==> src/rtl/ps2_pkg.sv <==
// Shared types and helpers for the PS/2 host transmit path.
package ps2_pkg;

  typedef enum logic [2:0] {
    IDLE,
    INHIBIT,
    START,
    SHIFT,
    ACK,
    WAIT_IDLE,
    ERROR
  } ps2_state_e;

  localparam logic [7:0] PS2_CMD_RESET  = 8'hFF;
  localparam logic [7:0] PS2_CMD_ENABLE = 8'hF4;

  // Divide first so large timeouts at high clock rates stay inside 32 bits.
  function automatic int us_to_cycles(input int freq_hz, input int us);
    return (freq_hz / 1_000_000) * us;
  endfunction

endpackage

==> src/rtl/ps2_sync_edge.sv <==
// Two-flop synchronizer for one PS/2 line with a registered falling-edge pulse.
module ps2_sync_edge (
  input  logic clk,
  input  logic rst,
  input  logic i_pin,
  output logic o_sync,
  output logic o_fall
);

  logic r_meta;
  logic r_sync;
  logic r_prev;
  logic r_fall;

  // Idle bus level is high; resetting to 1 avoids a false edge after reset.
  always_ff @(posedge clk) begin
    if (rst) begin
      r_meta <= 1'b1;
      r_sync <= 1'b1;
      r_prev <= 1'b1;
      r_fall <= 1'b0;
    end else begin
      r_meta <= i_pin;
      r_sync <= r_meta;
      r_prev <= r_sync;
      r_fall <= r_prev & ~r_sync;
    end
  end

  assign o_sync = r_sync;
  assign o_fall = r_fall;

endmodule

==> src/rtl/ps2_host_tx.sv <==
// PS/2 host-to-device command transmitter (request-to-send, shift, ACK check).
// Define PS2_HOST_TX_TIMEOUT_EN to enable the device-clock watchdog.
module ps2_host_tx
  import ps2_pkg::*;
#(
  parameter int CLK_FREQ_HZ = 100_000_000,
  parameter int INHIBIT_US  = 120,
  parameter int TIMEOUT_US  = 15_000
) (
  input  logic       clk,
  input  logic       rst,
  input  logic       tx_valid,
  input  logic [7:0] tx_data,
  output logic       tx_ready,
  output logic       tx_busy,
  output logic       tx_done,
  output logic       tx_error,
  input  logic       ps2_clk_in,
  input  logic       ps2_data_in,
  output logic       ps2_clk_oe,
  output logic       ps2_data_oe
);

  localparam int INH_CYC = us_to_cycles(CLK_FREQ_HZ, INHIBIT_US);
  localparam int INH_W   = $clog2(INH_CYC) + 1;
  localparam int TO_CYC  = us_to_cycles(CLK_FREQ_HZ, TIMEOUT_US);
  localparam int TO_W    = $clog2(TO_CYC) + 1;

  logic w_clk_sync;
  logic w_clk_fall;
  logic w_data_sync;
  logic w_data_fall_unused;
  logic w_timeout;

  ps2_state_e       r_state;
  logic             r_tx_ready;
  logic             r_busy;
  logic             r_done;
  logic             r_err;
  logic             r_clk_oe;
  logic             r_data_oe;
  logic [7:0]       r_shreg;
  logic             r_parity;
  logic [3:0]       r_bit_cnt;
  logic [INH_W-1:0] r_inh_cnt;

  ps2_sync_edge u_clk_sync (
    .clk   (clk),
    .rst   (rst),
    .i_pin (ps2_clk_in),
    .o_sync(w_clk_sync),
    .o_fall(w_clk_fall)
  );

  ps2_sync_edge u_data_sync (
    .clk   (clk),
    .rst   (rst),
    .i_pin (ps2_data_in),
    .o_sync(w_data_sync),
    .o_fall(w_data_fall_unused)
  );

`ifdef PS2_HOST_TX_TIMEOUT_EN
  logic [TO_W-1:0] r_wdog;
  logic            w_wdog_run;

  assign w_wdog_run = (r_state == SHIFT) || (r_state == ACK) || (r_state == WAIT_IDLE);
  assign w_timeout  = w_wdog_run && (r_wdog == TO_W'(TO_CYC - 1));

  // Held at zero outside the clocked phases, so it is clear on entry to SHIFT.
  always_ff @(posedge clk) begin
    if (rst || !w_wdog_run || w_clk_fall) r_wdog <= '0;
    else if (r_wdog != {TO_W{1'b1}})      r_wdog <= r_wdog + 1'b1;
  end
`else
  logic w_cfg_unused;
  assign w_cfg_unused = ^TO_W'(TO_CYC);
  assign w_timeout    = 1'b0;
`endif

  always_ff @(posedge clk) begin
    if (rst) begin
      r_state    <= IDLE;
      r_tx_ready <= 1'b1;
      r_busy     <= 1'b0;
      r_done     <= 1'b0;
      r_err      <= 1'b0;
      r_clk_oe   <= 1'b0;
      r_data_oe  <= 1'b0;
      r_shreg    <= '0;
      r_parity   <= 1'b0;
      r_bit_cnt  <= '0;
      r_inh_cnt  <= '0;
    end else begin
      r_done <= 1'b0;
      r_err  <= 1'b0;
      case (r_state)
        IDLE: begin
          r_tx_ready <= 1'b1;
          r_busy     <= 1'b0;
          if (tx_valid && r_tx_ready) begin
            r_shreg    <= tx_data;
            r_parity   <= ~^tx_data;
            r_inh_cnt  <= '0;
            r_clk_oe   <= 1'b1;
            r_tx_ready <= 1'b0;
            r_busy     <= 1'b1;
            r_state    <= INHIBIT;
          end
        end
        INHIBIT: begin
          if (r_inh_cnt == INH_W'(INH_CYC - 1)) begin
            r_data_oe <= 1'b1;
            r_state   <= START;
          end else if (r_inh_cnt != {INH_W{1'b1}}) begin
            r_inh_cnt <= r_inh_cnt + 1'b1;
          end
        end
        START: begin
          r_clk_oe  <= 1'b0;
          r_bit_cnt <= '0;
          r_state   <= SHIFT;
        end
        SHIFT: begin
          // Each device falling edge presents the next bit; the device samples on the rise.
          if (w_clk_fall) begin
            if (r_bit_cnt < 4'd8)       r_data_oe <= ~r_shreg[r_bit_cnt[2:0]];
            else if (r_bit_cnt == 4'd8) r_data_oe <= ~r_parity;
            else                        r_data_oe <= 1'b0;
            r_bit_cnt <= r_bit_cnt + 1'b1;
            if (r_bit_cnt == 4'd9) r_state <= ACK;
          end else if (w_timeout) begin
            r_err <= 1'b1; r_clk_oe <= 1'b0; r_data_oe <= 1'b0; r_state <= ERROR;
          end
        end
        ACK: begin
          if (w_clk_fall) begin
            if (w_data_sync) begin
              r_err <= 1'b1; r_clk_oe <= 1'b0; r_data_oe <= 1'b0; r_state <= ERROR;
            end else begin
              r_state <= WAIT_IDLE;
            end
          end else if (w_timeout) begin
            r_err <= 1'b1; r_clk_oe <= 1'b0; r_data_oe <= 1'b0; r_state <= ERROR;
          end
        end
        WAIT_IDLE: begin
          if (w_clk_sync && w_data_sync) begin
            r_done  <= 1'b1;
            r_busy  <= 1'b0;
            r_state <= IDLE;
          end else if (w_timeout) begin
            r_err <= 1'b1; r_clk_oe <= 1'b0; r_data_oe <= 1'b0; r_state <= ERROR;
          end
        end
        ERROR: begin
          r_clk_oe   <= 1'b0;
          r_data_oe  <= 1'b0;
          r_busy     <= 1'b0;
          r_tx_ready <= 1'b1;
          r_state    <= IDLE;
        end
        default: begin
          r_clk_oe  <= 1'b0;
          r_data_oe <= 1'b0;
          r_state   <= IDLE;
        end
      endcase
    end
  end

  assign tx_ready    = r_tx_ready;
  assign tx_busy     = r_busy;
  assign tx_done     = r_done;
  assign tx_error    = r_err;
  assign ps2_clk_oe  = r_clk_oe;
  assign ps2_data_oe = r_data_oe;

endmodule
==> config.mk <==
export PLATFORM = sky130hd
export DESIGN_NAME = ps2_host_tx
export DESIGN_NICKNAME = d
export VERILOG_FILES = /design/src/rtl/ps2_pkg.sv /design/src/rtl/ps2_sync_edge.sv /design/src/rtl/ps2_host_tx.sv
export SDC_FILE = /design/constraint.sdc
export NUM_CORES = 1
export LEC_CHECK = 0
export CORE_MARGIN = 5
export CORE_UTILIZATION = 57
export CTS_BUF_LIST = sky130_fd_sc_hd__clkbuf_8 sky130_fd_sc_hd__clkbuf_16
export DETAILED_ROUTE_END_ITERATION = 12
export PLACE_DENSITY = 0.87
export SYNTH_ARGS = -nofsm -noshare
export SYNTH_HDL_FRONTEND = slang
export SYNTH_HIERARCHICAL = 1
export SYNTH_SLANG_ARGS = --single-unit
==> constraint.sdc <==
create_clock -name clk -period 1.95 [get_ports clk]
set_input_delay 0.39 -clock clk [delete_from_list [all_inputs] [get_ports clk]]
set_output_delay 0.39 -clock clk [all_outputs]
set_load 0.03 [all_outputs]
; Yosys cells after proc, flatten, opt, wreduce, memory -nomap -nowiden
; Cells that the tools add are included.
[word_totals]
input_bits = 13
wordCells = 100
output_inout_bits = 6
reg_bits = 43
[classes]
mux = 32
n_addsub = 2
magnitude_cmp = 2
reduce_logical = 19
n_eq_ne = 19
bitwise_logic = 9
[ops]
columns = cell, n
row1 = $mux W15, 3
row2 = $pmux W15 S2, 1
row3 = $mux W3, 6
row4 = $pmux W3 S6, 1
row5 = $add A15 B1 Y15 const B, 1
row6 = $eq A15 B14 Y1 const B, 1
row7 = $ne A15 B15 Y1 const B, 1
row8 = $mux W1, 13
row9 = $ne A2 B2 Y1 const B, 6
row10 = $eq A3 B3 Y1 const B, 3
row11 = $reduce_or A3 Y1, 3
row12 = $eq A4 B4 Y1 const B, 2
row13 = $not A1 Y1, 8
row14 = $pmux W4 S2, 1
row15 = $reduce_and A4 Y1, 2
row16 = $reduce_xnor A8 Y1, 1
row17 = $eq A3 B2 Y1 const B, 2
row18 = $ne A2 B1 Y1 const B, 3
row19 = $pmux W1 S3, 2
row20 = $reduce_and A2 Y1, 3
row21 = $reduce_and A6 Y1, 1
row22 = $reduce_bool A2 Y1, 3
row23 = $reduce_and A5 Y1, 1
row24 = $add A4 B1 Y4 const B, 1
row25 = 13 further kinds, 14

; Depth between registers and ports, before layout
[depth]
ltp_word = 6
mapped_depth = 7
mapped_depth_nobuf = 7

; Hierarchy
; The synthesis kept the hierarchy.
[modules_own_cells]
columns = mod, cells_per_inst, area_per_inst_um2, seq_area_each_um2, n_inst
row1 = ps2_host_tx, 254, 2110.8, 740.7, 1
row2 = ps2_sync_edge, 8, 106.4, 80.1, 2

; Worst setup path before layout
; Ideal clock, no wire load.
[synth_timing]
path_kind = flip-flop to flip-flop
from = register r_tx_ready, in the netlist tx_ready
to = register r_inh_cnt[4]
stages_incl_launch_ff = 7
required_time_ps = 1879
arrival_ps = 1714
period_less_slack_ps = 1784
setup_ps = 71
setup_slack_ps = 166
path_buffers = 1
path_cell_list = dfxtp_1 > a21o_4 > nand2_4 > or2_4 > buf_6 > or4_1 > a21oi_1
[synth_via]
elab_chain_len = 3
[synth_rtl]
columns = element, line_no
row1 = from (decl), ps2_host_tx.sv:36  ; logic r_tx_ready;
row2 = from (signal assigned), ps2_host_tx.sv:84  ; r_tx_ready <= 1'b1;
row3 = from (signal assigned), ps2_host_tx.sv:99  ; r_tx_ready <= 1'b1;
row4 = from (signal assigned), ps2_host_tx.sv:106  ; r_tx_ready <= 1'b0;
row5 = $logic_and A1 B1 Y1, ps2_host_tx.sv:101  ; if (tx_valid && r_tx_ready) begin
row6 = $ne A2 B2 Y1 (no source line), -
row7 = $reduce_and A4 Y1 (no source line), -
row8 = to (signal assigned), ps2_host_tx.sv:116  ; r_inh_cnt <= r_inh_cnt + 1'b1;
row9 = to (decl), ps2_host_tx.sv:45  ; logic [INH_W-1:0] r_inh_cnt;
; No other way between the ends.
; A chain may end at the register's enable or synchronous reset.

; Final worst setup path
[layout_timing]
from = register r_tx_ready, in the netlist tx_ready
to = output port tx_ready
[layout_lines]
columns = element, line_no
row1 = to (decl), ps2_host_tx.sv:14  ; output logic tx_ready,
; No word-level cell between the ends.

==> reports/qor.txt <==
Total core area: 3940 µm²
Max stage delay cell, worst path: clkdlybuf4s50_1
Yosys warns: 6
Max IR drop VDD: 0.000414 V
Critical Path Max Stage Delay: 0.72 ns
Buf/Inv on CP: 1
Setup crit end: tx_ready
Clk_skew: 0.0136 ns
Reg power frac: 53.1%
TNS Setup: 0 ns
Post-layout min period: 1.87 ns
I/O pin count: 19
WL/cell: 13.9 µm
Hpwl dp: 3.62 mm
Synth Instances: 266
P per Cell Area: 667 nW/µm²
Port Buf Inserts: 18
Worst reg2reg path depth: 5
Initial antenna violation count: 0
Required time worst endpoint: 1.56 ns
Tot Pwr: 1.76 mW
CTS tree: done
Die W: 73.1 µm
Slew @ Worst Pin: 0.439 ns
FMAX: 0.534 GHz
Avg Inst Size Synth: 8.53 µm²
Max Slew Vio Count: 0
Crit path launch type: flop
Delay-heaviest family, CP: buffers and inverters
DR vias/cell: 5.81
Area growth, synth to finish: 16.4%
# rows: 23
Final Hold Vio Count: 0
Drt pass-1 iters: 4
Routed wire length: 4.76 mm
R2R Setup Slk: 0.14 ns
Mapped Area: 2270 µm²
Sw Share: 25.3%
Global-route wire length before repair: 8.18 mm
Switching pwr: 0.445 mW
Reg2reg end: r_inh_cnt[12]$_SDFFE_PP0P_
Die area: 5340 µm²
Setup CP Type: reg2out
Non-filler cells in the finished layout: 342
Worst path depth: 1
Worst-path clk slew: 0.08 ns
Antenna Cells: 0
Hold_buf cts: 0
Leakage: 0.968 nW
Clock power frac: 31.9%
Largest net degree at the start of global routing: 19
Layout cell share with drive strength beyond 1: 13.0%
Layout Nets: 309
Worst Path Max Fanout: 6
Worst hold path type: reg2reg
Chip Height: 73.1 µm
CTS Sinks: 43
Worst Setup SP: tx_ready$_SDFFE_PP1P_
Status: completed
Int Power: 1.32 mW
Initial core utilization: 57.6%
Cells along the critical path: clkdlybuf4s50_1
Worst EP arrival: 1.48 ns
Via count: 1988
Final core occ: 67.0%
Logic pwr share: 15.0%
Post-route ant nets: 0
Post CTS Setup Buffer Count: 0
RR Startpoint: r_inh_cnt[0]$_SDFFE_PP0P_
Maxcap violations: 0
All-Layer GR Usage: 19.5%
Final setup fails: 0
First DRT Iteration DRCs: 84
Post-CTS sizing: 0
Clk Latency, worst-skew pair: 0.29 ns
GR Overflow Total: 0
Normalized max-slew margin: 70.5%
Hold_ws: 0.408 ns
Setup crit end kind: primary output
TritonCTS Buffers: 5
Remaining DRCs: 0
H-tree depth: 2
Vias in the first global route: 1882
Setup repair after global routing missed its margin: false
Clock root buffer: clkbuf_8
Cells after DPL: 335
Synthesized Nets: 283
Crit share post-route: 96.0%
Final GP Congestion: 0.851
CTS Buffer Depth: 2
## worst min path at each step
stage / slack (ns) / cells after the start / to / start
CTS: 0.41 / 1 / u_data_sync/o_sync$_SDFF_PP1_ / u_data_sync/r_meta$_SDFF_PP1_
finish: 0.41 / 1 / u_data_sync/o_sync$_SDFF_PP1_ / u_data_sync/r_meta$_SDFF_PP1_
detailed placement: 0.39 / 1 / u_data_sync/o_sync$_SDFF_PP1_ / u_data_sync/r_meta$_SDFF_PP1_
global route: 0.42 / 1 / u_data_sync/o_sync$_SDFF_PP1_ / u_data_sync/r_meta$_SDFF_PP1_
floorplan: 0.39 / 1 / u_clk_sync/o_sync$_SDFF_PP1_ / u_clk_sync/r_meta$_SDFF_PP1_
global placement: 0.39 / 1 / u_data_sync/o_sync$_SDFF_PP1_ / u_data_sync/r_meta$_SDFF_PP1_
## registers in the layout (all words and copies together) (netlist names), 3 cells and up
register / count
r_inh_cnt: 15
r_bit_cnt: 4
r_state: 3
r_shreg: 8
## layout by cell type (no fill, tap or decap), types with 2 or more instances in the layout
master and count:
nand3_1 17, mux2i_1 5, nor2_2 2, or2_1 5, nor2b_1 2, inv_1 9, nand2_1 25, nand4_1 5
nor2_1 22, or3_1 2, clkbuf_8 6, nor4_2 2, nor4_1 4, o31ai_1 5, nand4_2 2, o21ai_0 8
a21oi_1 25, nand2b_1 4, or4_1 5, a22oi_1 3, nand3b_1 2, ha_1 4, a41o_1 3, a31oi_1 4
dfxtp_1 43, o21ai_1 2, buf_4 16, nor4b_1 3, clkdlybuf4s50_1 18, xnor2_1 11
## cell type report
cell class / instances / area [µm²]
timing repair buffer: 34 / 300
fill: 319 / 1300
sequential: 43 / 861
multi-input combinational: 198 / 1290
tap: 50 / 62.6
clock inverter: 1 / 5.00
inverter: 10 / 37.5
clock buffer: 6 / 82.6
## layer usage
layer | wire (µm) | global-route usage [%] | part of all wire (%) | vias up
li1 | - | - | - | 1015
met1 | 2040 | 23.2 | 43 | 920
met2 | 2440 | 32.7 | 51 | 42
met3 | 198 | 5.10 | 4.2 | 11
met4 | 92 | 8.61 | 1.9 | 0
met5 | 0 | 0 | 0 | -
## metrics by stage
step	instance area, µm²	setup WS (ns)
floorplan	2270	0.166
global placement	2550	-0.0947
detailed placement	2550	-0.107
CTS	2640	0.0757
global route	2640	0.00754
finish	2640	0.0786
## power groups by stage
stage	Combinational, mW	Clock (mW)	Sequential, mW
2_1_floorplan	0.163	0	0.957
3_3_place_gp	0.259	0	0.953
3_5_place_dp	0.262	0	0.955
4_1_cts	0.265	0.579	0.934
5_1_grt	0.290	0.614	0.939
6_report	0.265	0.562	0.934
Note: power is estimated with default switching activity, not from simulation.
